### src/rtl/univ_shift_reg_pkg.sv
// ============================================================================
// univ_shift_pkg : command and state encodings for the universal shift register
// Rev 1.0
// ============================================================================
`default_nettype none

package univ_shift_pkg;

  typedef enum logic [2:0] {
    MODE_HOLD  = 3'b000,
    MODE_SHR   = 3'b001,
    MODE_SHL   = 3'b010,
    MODE_LOAD  = 3'b011,
    MODE_ROTR  = 3'b100,
    MODE_ROTL  = 3'b101,
    MODE_CLEAR = 3'b110,
    MODE_BURST = 3'b111
  } mode_e;

  typedef enum logic [0:0] {
    ST_IDLE  = 1'b0,
    ST_BURST = 1'b1
  } state_e;

endpackage : univ_shift_pkg

`default_nettype wire

### src/rtl/univ_shift_reg.sv
// ============================================================================
// univ_shift_reg : shift/rotate/load register with a counted burst right-shift
// Rev 1.0
// ============================================================================
`default_nettype none

module univ_shift_reg
  import univ_shift_pkg::*;
#(
  parameter int WIDTH = 8,
  parameter int CNT_W = $clog2(WIDTH + 1)
) (
  input  logic             clk,
  input  logic             rst,
  input  logic             en,
  input  logic [2:0]       mode,
  input  logic [WIDTH-1:0] parallel_in,
  input  logic             serial_in_r,
  input  logic             serial_in_l,
  input  logic [CNT_W-1:0] shamt,
  output logic [WIDTH-1:0] parallel_out,
  output logic             serial_out_r,
  output logic             serial_out_l,
  output logic             busy,
  output logic             done
);

  // Counter only ever holds the clamped count, so it is sized to WIDTH.
  localparam int CW = $clog2(WIDTH + 1);

  logic [WIDTH-1:0] data_q, data_d;
  logic [CW-1:0]    cnt_q, cnt_d;
  state_e           state_q, state_d;
  logic             done_q, done_d;
  logic [CW-1:0]    shamt_clamped;

  always_comb begin
    if (32'(shamt) > 32'(WIDTH)) shamt_clamped = CW'(WIDTH);
    else                         shamt_clamped = CW'(shamt);
  end

  always_comb begin
    data_d  = data_q;
    cnt_d   = cnt_q;
    state_d = state_q;
    done_d  = 1'b0;
    unique case (state_q)
      ST_IDLE: begin
        if (en) begin
          unique case (mode_e'(mode))
            MODE_HOLD:  data_d = data_q;
            MODE_SHR:   data_d = {serial_in_r, data_q[WIDTH-1:1]};
            MODE_SHL:   data_d = {data_q[WIDTH-2:0], serial_in_l};
            MODE_LOAD:  data_d = parallel_in;
            MODE_ROTR:  data_d = {data_q[0], data_q[WIDTH-1:1]};
            MODE_ROTL:  data_d = {data_q[WIDTH-2:0], data_q[WIDTH-1]};
            MODE_CLEAR: data_d = '0;
            MODE_BURST: begin
              // A zero-length burst completes immediately without entering BURST.
              if (shamt_clamped != '0) begin
                cnt_d   = shamt_clamped;
                state_d = ST_BURST;
              end else begin
                done_d  = 1'b1;
              end
            end
            default: data_d = data_q;
          endcase
        end
      end
      ST_BURST: begin
        data_d = {serial_in_r, data_q[WIDTH-1:1]};
        cnt_d  = cnt_q - CW'(1);
        if (cnt_q == CW'(1)) begin
          state_d = ST_IDLE;
          done_d  = 1'b1;
        end
      end
      default: state_d = ST_IDLE;
    endcase
  end

  always_ff @(posedge clk or posedge rst) begin
    if (rst) begin
      data_q  <= '0;
      cnt_q   <= '0;
      state_q <= ST_IDLE;
      done_q  <= 1'b0;
    end else begin
      data_q  <= data_d;
      cnt_q   <= cnt_d;
      state_q <= state_d;
      done_q  <= done_d;
    end
  end

  assign parallel_out = data_q;
  assign serial_out_r = data_q[0];
  assign serial_out_l = data_q[WIDTH-1];
  assign busy         = (state_q == ST_BURST);
  assign done         = done_q;

endmodule : univ_shift_reg

`default_nettype wire

### config.mk
export PLATFORM = sky130hd
export DESIGN_NAME = univ_shift_reg
export DESIGN_NICKNAME = d
export VERILOG_FILES = /design/src/rtl/univ_shift_reg_pkg.sv /design/src/rtl/univ_shift_reg.sv
export SDC_FILE = /design/constraint.sdc
export NUM_CORES = 1
export LEC_CHECK = 0
export CAP_MARGIN = 20
export CORE_MARGIN = 2
export CORE_UTILIZATION = 41
export CTS_CLUSTER_SIZE = 24
export DETAILED_ROUTE_END_ITERATION = 12
export PLACE_DENSITY = 0.82
export SYNTH_ARGS = -nofsm -noshare
export SYNTH_HDL_FRONTEND = slang
export SYNTH_SLANG_ARGS = --single-unit
### constraint.sdc
create_clock -name clk -period 1.4 [get_ports clk]
set_input_delay 0.42 -clock clk [delete_from_list [all_inputs] [get_ports clk]]
set_output_delay 0.42 -clock clk [all_outputs]
set_load 0.005 [all_outputs]
Word-level counts from Yosys, hierarchy flattened
Index checks and enable logic that the tools add are counted.
- output and inout bits: 12
- register bits: 14
- magnitude comparators: 1
- reduce and logical (&&, ||, !) cells: 3
- mux-type cells: 18
- add/sub/neg operators: 1
- bitwise operators: 1
- equal/unequal tests: 12
- operator list (kind ; number):
    $pmux 8 s6 ; 1
    $mux 4 ; 4
    $pmux 8 s2 ; 1
    $eq 3x3->1 const B ; 4
    $mux 1 ; 8
    $mux 8 ; 1
    $pmux 4 s2 ; 1
    $ne 7x1->1 const B ; 1
    $eq 3x2->1 const B ; 2
    $eq 4x1->1 const B ; 1
    $gt 4x4->1 const B ; 1
    $ne 2x2->1 const B ; 2
    $pmux 1 s2 ; 2
    $reduce_bool 4->1 ; 1
    $sub 4x1->4 const B ; 1
    $eq 3x1->1 const B ; 1
    $reduce_and 3->1 ; 1
    $ne 2x1->1 const B ; 1
    $reduce_and 2->1 ; 1
    $not 1->1 ; 1

Longest topological paths before layout
Gate-level depths: netlist of run 1.
- depth in word-level cells: 7
- depth in mapped cells: 6
- depth with buffers taken out: 4

Worst setup path before layout of run 1
OpenSTA, ideal clock, no wires.
- path type: input to register
- start: input mode[1]
- end: register data_q[3], in the netlist parallel_out[3]
- setup slack: -0.084 ns
- stages: 5
- library setup time: 0.077 ns
- path buffers: 1
- arrival time: 1.407 ns
- data required time: 1.323 ns
- cells stage by stage: buf_2 or3_4 a31oi_4 a21oi_1 a21oi_1
- longest elaborated chain between the ends: 4
- RTL lines (item ; RTL line ; source):
    start: declaration ; univ_shift_reg.sv:16 ; input logic [2:0] mode,
    $eq 3x3->1, or another cell as far along ; univ_shift_reg.sv:50 ; unique case (mode_e'(mode))
    $pmux 8 s6 ; univ_shift_reg.sv:50 ;
    $mux 8 ; univ_shift_reg.sv:49 ; if (en) begin
    $pmux 8 s2 ; univ_shift_reg.sv:47 ; unique case (state_q)
    end signal: assignment ; univ_shift_reg.sv:90 ; data_q <= data_d;
    end: declaration ; univ_shift_reg.sv:31 ; logic [WIDTH-1:0] data_q, data_d;
Several ways; a longest one is shown, not always the timed one. The select of a mux whose other input is x is not followed.
A chain may end at the register's enable or synchronous reset.

Final worst setup path of run 1
- start: register state_q, in the netlist busy
- end: output busy
- RTL lines (item ; RTL line ; source):
    start: declaration ; univ_shift_reg.sv:33 ; state_e state_q, state_d;
    start signal: assignment ; univ_shift_reg.sv:92 ; state_q <= state_d;
    end: declaration ; univ_shift_reg.sv:24 ; output logic busy,
No word-level cell between the ends.

==> metrics, run 1 <==
status completed; Die X 53.9 um; Syn Inst Count 115; Synth Cell Area between 1000 and 1500 sq um; NumNets Final 209; DRT Pass-1 Iters 4; Worst Tran Pin Value 0.247 ns; grt peak-use layer met2; worst relative slew slack 83.4%; Worst Path Max Fanout 2; Most used DFF post-synth dfrtp_1; Int Pwr roughly 1.7 mW; worst-skew pair later-pin latency 0.28 ns; Longest Clk Path Bufs 2; DP Area 1540 sq um; CP top delay family flip-flops; Psw 1.08 mW; Peak Freq 722 MHz; CTS buffer count 3; die area approximately 2900 sq um; Max Slew Vio Count 0; Synthesized Nets approximately 140; max-cap viol count 0; Final TNS setup 0 ns; Pwr Total 2.78 mW; Buf+Inv Stages, Crit Path 1; Synth-to-Final Area Change 73.4%; First DRT Iteration DRCs 34; Flop pwr share approximately 27%; share of post-route cells with drive strength above 1 between 40% and 50%; Leak 0.768 nW; initial antenna violation count 0; fin util 73.5%; Logic pwr share 62.4%; vias in the first global route 1194; clock network power share 10.6%; Crit path required time 0.98 ns; PD cells ~1600 nW/um^2; first-pass GRT wire length roughly 5400 um; GP Congestion 0.887; via count 1249; CTS tree built; H-tree lvl count 1; number of vias per cell 5.78; Final Cell Area between 1500 and 2000 sq um; DP HPWL ~2300 um; Critical Path Slowest Stage Cell dfrtp_1; row count 18; syn avg cell area about 9 sq um; FF+latch count, synth 14; pin count of the biggest net entering global routing 15; IO buf count 31; met2 Track Usage GR 47.0%; I/O pin total 32; Ys Warns 0; met3 Use GR under 10%; synth unique cells 42; routing usage on met1 29.9%; fin crit share a little over nine tenths; wire per inst 16.4 um; clock sink count 14; drt drc 0; Die Y about 54 um; maximum vdd drop 1300 uV; slowest stage delay, CP 0.41 ns; crit path time final 1.38 ns; GRT Residual Overflow 0; Clock Tree Root clkbuf_4; nature of the critical path startpoint flip-flop; Post-synth EDFFs 0; Initial Util 42.4%; ant diodes 0; post-synthesis sequential area ratio 34.3%; GR Util All Layers 26.4%; Core Box Area ~2400 sq um; Setup CP Type flip-flop to output pin; cell chain of the critical path dlygate4sd2_1; Worst Setup End Kind output pin; fill count 180; worst min path class input pin to asynchronous set/reset pin; Final ANT Viol Nets 0; Worst-path clk slew 0.09 ns; setup violators final 0; hold-fix buffers at CTS 0; final-report hold violation count 0; final hold slack 0.421 ns; Final Skew approximately 0.0023 ns; Post-synth ARST share 100%; Routed Wire Length 3540 um; critical path arrival 0.96 ns; Switching Share 38.7%
cell usage after synthesis (3+ instances only):
cell type,instances,area [sq um]
a21oi_1,16,80.1
nor2_1,10,37.5
a2bb2oi_1,4,35.0
inv_1,5,18.8
a22oi_1,3,22.5
nand2_1,6,22.5
buf_2,6,30.0
o21ai_1,3,15.0
a221oi_1,4,35.0
dfrtp_1,14,350
nand4b_1,6,52.6
state kept, by name (all words and copies together) (netlist names):
name	count
busy	1
cnt_q	4
done	1
parallel_out	8
power groups by stage:
stage	Clock (mW)	Sequential (mW)	Combinational, mW
after floorplan	0	0.797	0.678
after global placement	0	0.744	1.45
after detailed placement	0	0.768	1.49
after CTS	0.298	0.740	1.63
after global routing	0.324	0.777	1.90
final	0.295	0.752	1.74
layer usage:
| metal | up-vias | share of wire [%] | wire (um) |
|---|---|---|---|
| met3 | 12 | 5.7 | 203 |
| met2 | 47 | 55 | 1940 |
| met1 | 608 | 36 | 1290 |
| met5 | - | 0 | 0 |
| li1 | 582 | - | - |
| met4 | 0 | 3.0 | 105 |
through the flow:
step / cells / setup slack [ns]
2_1_floorplan: 115 / -0.0171
3_3_place_gp: 195 / -0.617
3_5_place_dp: 195 / -0.676
4_1_cts: 215 / -0.0383
5_1_grt: 216 / -0.0267
6_report: 216 / 0.0155
what timing repair did:
action,CTS,global route
setup endpoints to repair,26,12
resized for setup,47,15
gates cloned,1,0
pin swaps,15,3
buffers inserted,15,1
layout by cell type (no fill, tap or decap), types with 2 or more instances in the layout:
cell,Yosys,final
a21o_1,2,2
a21oi_1,16,13
a21oi_2,1,3
a221oi_2,0,4
a22oi_1,3,3
a2bb2oi_1,4,3
a31oi_1,2,2
a31oi_4,1,2
buf_2,6,4
buf_4,2,40
buf_6,1,4
clkbuf_2,0,2
clkbuf_4,0,3
clkdlybuf4s15_1,0,2
clkdlybuf4s50_1,0,11
dfrtp_1,14,14
dlygate4sd2_1,0,13
ha_1,2,2
inv_1,5,4
nand2_1,6,5
nand4b_1,6,6
nand4bb_1,2,2
nor2_1,10,8
o21ai_1,3,4
xnor2_1,2,2
cells by family after synthesis:
group	share of synthesized area (%)
compound gates	31.0
xor+xnor	1.72
fa+ha+maj	2.45
buf+inv	7.72
flops	34.3
simple gates	22.8
layout make-up:
class	instances	area, sq um	area share, %
Multi-Input combinational cell	87	708	40.0
Timing Repair Buffer	76	619	35.0
Sequential cell	14	350	19.8
Tap cell	30	37.5	2.12
Clock buffer	4	36.3	2.05
Inverter	5	18.8	1.06
path summary, 6_finish.rpt:
kind | from | end | slack, ns | depth (start not counted)
min in group clk | cnt_q[0] | cnt_q[0] | 0.56 | 1
worst max register to register | busy | parallel_out[0] | 0.03 | 5
worst min register to register | cnt_q[0] | cnt_q[0] | 0.56 | 1
max in group asynchronous | rst | parallel_out[0] | 0.81 | 3
worst max-delay path | busy | busy | 0.02 | 1
worst min-delay path | rst | parallel_out[2] | 0.42 | 3
Note: power is estimated with default switching activity, not from simulation.
==> run 2: changes to the inputs <==
- CELL_PAD_IN_SITES_DETAIL_PLACEMENT: default -> 1
- CELL_PAD_IN_SITES_GLOBAL_PLACEMENT: default -> 2
- CORE_UTILIZATION: 41 -> 24
==> metrics, run 2 (same netlist as run 1, synthesis figures left out) <==
Leak 0.773 nW; Final ANT Viol Nets 0; pin count of the biggest net entering global routing 15; Worst Path Max Fanout 2; DRT Pass-1 Iters 4; Max Slew Vio Count 0; die area 4790 sq um; First DRT Iteration DRCs 23; number of vias per cell just over 5; fill count 456; Initial Util between 20 and 30%; DP HPWL 2620 um; GP Congestion 0.829; GR Util All Layers 17.0%; CTS buffer count 3; Clock Tree Root clkbuf_8; max-cap viol count 0; first-pass GRT wire length between 6000 and 7000 um; most frequent cells in the layout buf_4 (35), dfrtp_1 (14), dlygate4sd2_1 (14); commonest non-fill, non-tap cell in the layout buf_4; NumNets Final a little over 200; clock sink count 14; fin crit share approximately 100%; share of post-route cells with drive strength above 1 between 40% and 50%; Critical Path Start shamt[3]; hold-fix buffers at CTS 0; dpl cells roughly 210; vias in the first global route 1351; R2R depth 4; via count about 1200; final non-filler cell total 232; IO buf count 31; status completed; DP Area roughly 1600 sq um; r2r startpoint busy; fin util 45.7%; Int Pwr between 1.5 and 2 mW; critical path arrival 1.52 ns; PD cells around 1500 nW/um^2; Setup CP Type input pin to flip-flop; I/O pin total 32; initial antenna violation count 0; Die X 69.2 um; Switching Share between 30% and 40%; crit path time final approximately 1.4 ns; H-tree lvl count 1; max reg flops 8; Worst Setup End Kind flip-flop; Psw 1.08 mW; Die Y slightly below 70 um; Flop pwr share around a quarter; worst-skew pair later-pin latency 0.24 ns; GRT Residual Overflow 0; final-report hold violation count 0; Worst-path clk slew approximately 0.06 ns; Final Skew 0.00333 ns; worst min path class input pin to asynchronous set/reset pin; clock network power share 12.0%; CTS tree built; wire per inst approximately 17 um; nature of the critical path startpoint input pin; Core Box Area between 4000 and 5000 sq um; Worst Tran Pin Value 0.311 ns; Crit path required time 1.55 ns; row count 23; setup violators final 0; RSZ-0062 raised after global routing yes; Pwr Total 2.79 mW; worst relative slew slack 79.3%; ant diodes 0; drt drc 0; Logic pwr share 62.2%; Synth-to-Final Area Change 81.7%; Final Cell Area approximately 1900 sq um; Routed Wire Length 3920 um; Longest Clk Path Bufs 2; maximum vdd drop 793 uV; Peak Freq 732 MHz
[run 2: cell types whose count changed in the layout (fill, tap and decap cells not counted), moves of 2 or more]
cell / change
a21oi_1: -4
buf_6: +4
buf_2: -2
buf_4: -5
clkbuf_4: -3
a21oi_2: +4
clkbuf_8: +2
[run 2: timing repair]
action | 4_1_cts | 5_1_grt
setup buffers | 17 | 1
gates resized for setup | 64 | 13
pin swaps | 13 | 10
endpoints found under the setup margin | 26 | 12
cloned | 1 | 0
[run 2: final timing paths]
kind	end	slack, ns
max	done	0.03
min	parallel_out[5]	0.48
max reg2reg	busy	0.04
min reg2reg	cnt_q[0]	0.59
max in group asynchronous	cnt_q[2]	0.73
min in group clk	cnt_q[0]	0.59
[run 2: stage by stage]
step	hold WS (ns)	TNS, ns	setup WS (ns)
2_1_floorplan	0.309	-0.0554	-0.0171
3_3_place_gp	0.562	-7.48	-0.612
3_5_place_dp	0.583	-8.30	-0.653
4_1_cts	0.481	-0.0695	-0.0434
5_1_grt	0.490	-0.0196	-0.0108
6_report	0.477	0	0.0334
[run 2: critical path: stages]
cell and delay [ns]:
dlygate4sd2_1 0.24, or4_4 0.57, buf_6 0.15, o31ai_4 0.15
[run 2: layout make-up]
cell class	instances	area, sq um	area share [%]
sequential	14	350	18.9
clock buffer	3	41.3	2.23
inverter	5	18.8	1.01
tap	50	62.6	3.37
timing repair buffer	73	621	33.4
multi-input combinational	87	762	41.1
[run 2: layer usage]
| metal | wire length, um | track usage (%) |
|---|---|---|
| met1 | 1720 | 21.0 |
| met2 | 2030 | 30.2 |
| met3 | 120 | 3.05 |
| met4 | 46 | 4.58 |
| met5 | 0 | 0 |
[run 2: power groups by stage]
stage / registers (mW) / logic (mW) / clock network, mW
4_1_cts: 0.724 / 1.67 / 0.344
6_report: 0.720 / 1.74 / 0.335
2_1_floorplan: 0.797 / 0.678 / 0
3_3_place_gp: 0.731 / 1.49 / 0
3_5_place_dp: 0.740 / 1.54 / 0
5_1_grt: 0.743 / 1.90 / 0.367
==> run 3: changes to the inputs <==
- SLEW_MARGIN: default -> 20
==> results of run 3 <==
No change in the layout: final DEF, timing and power equal those of run 2.
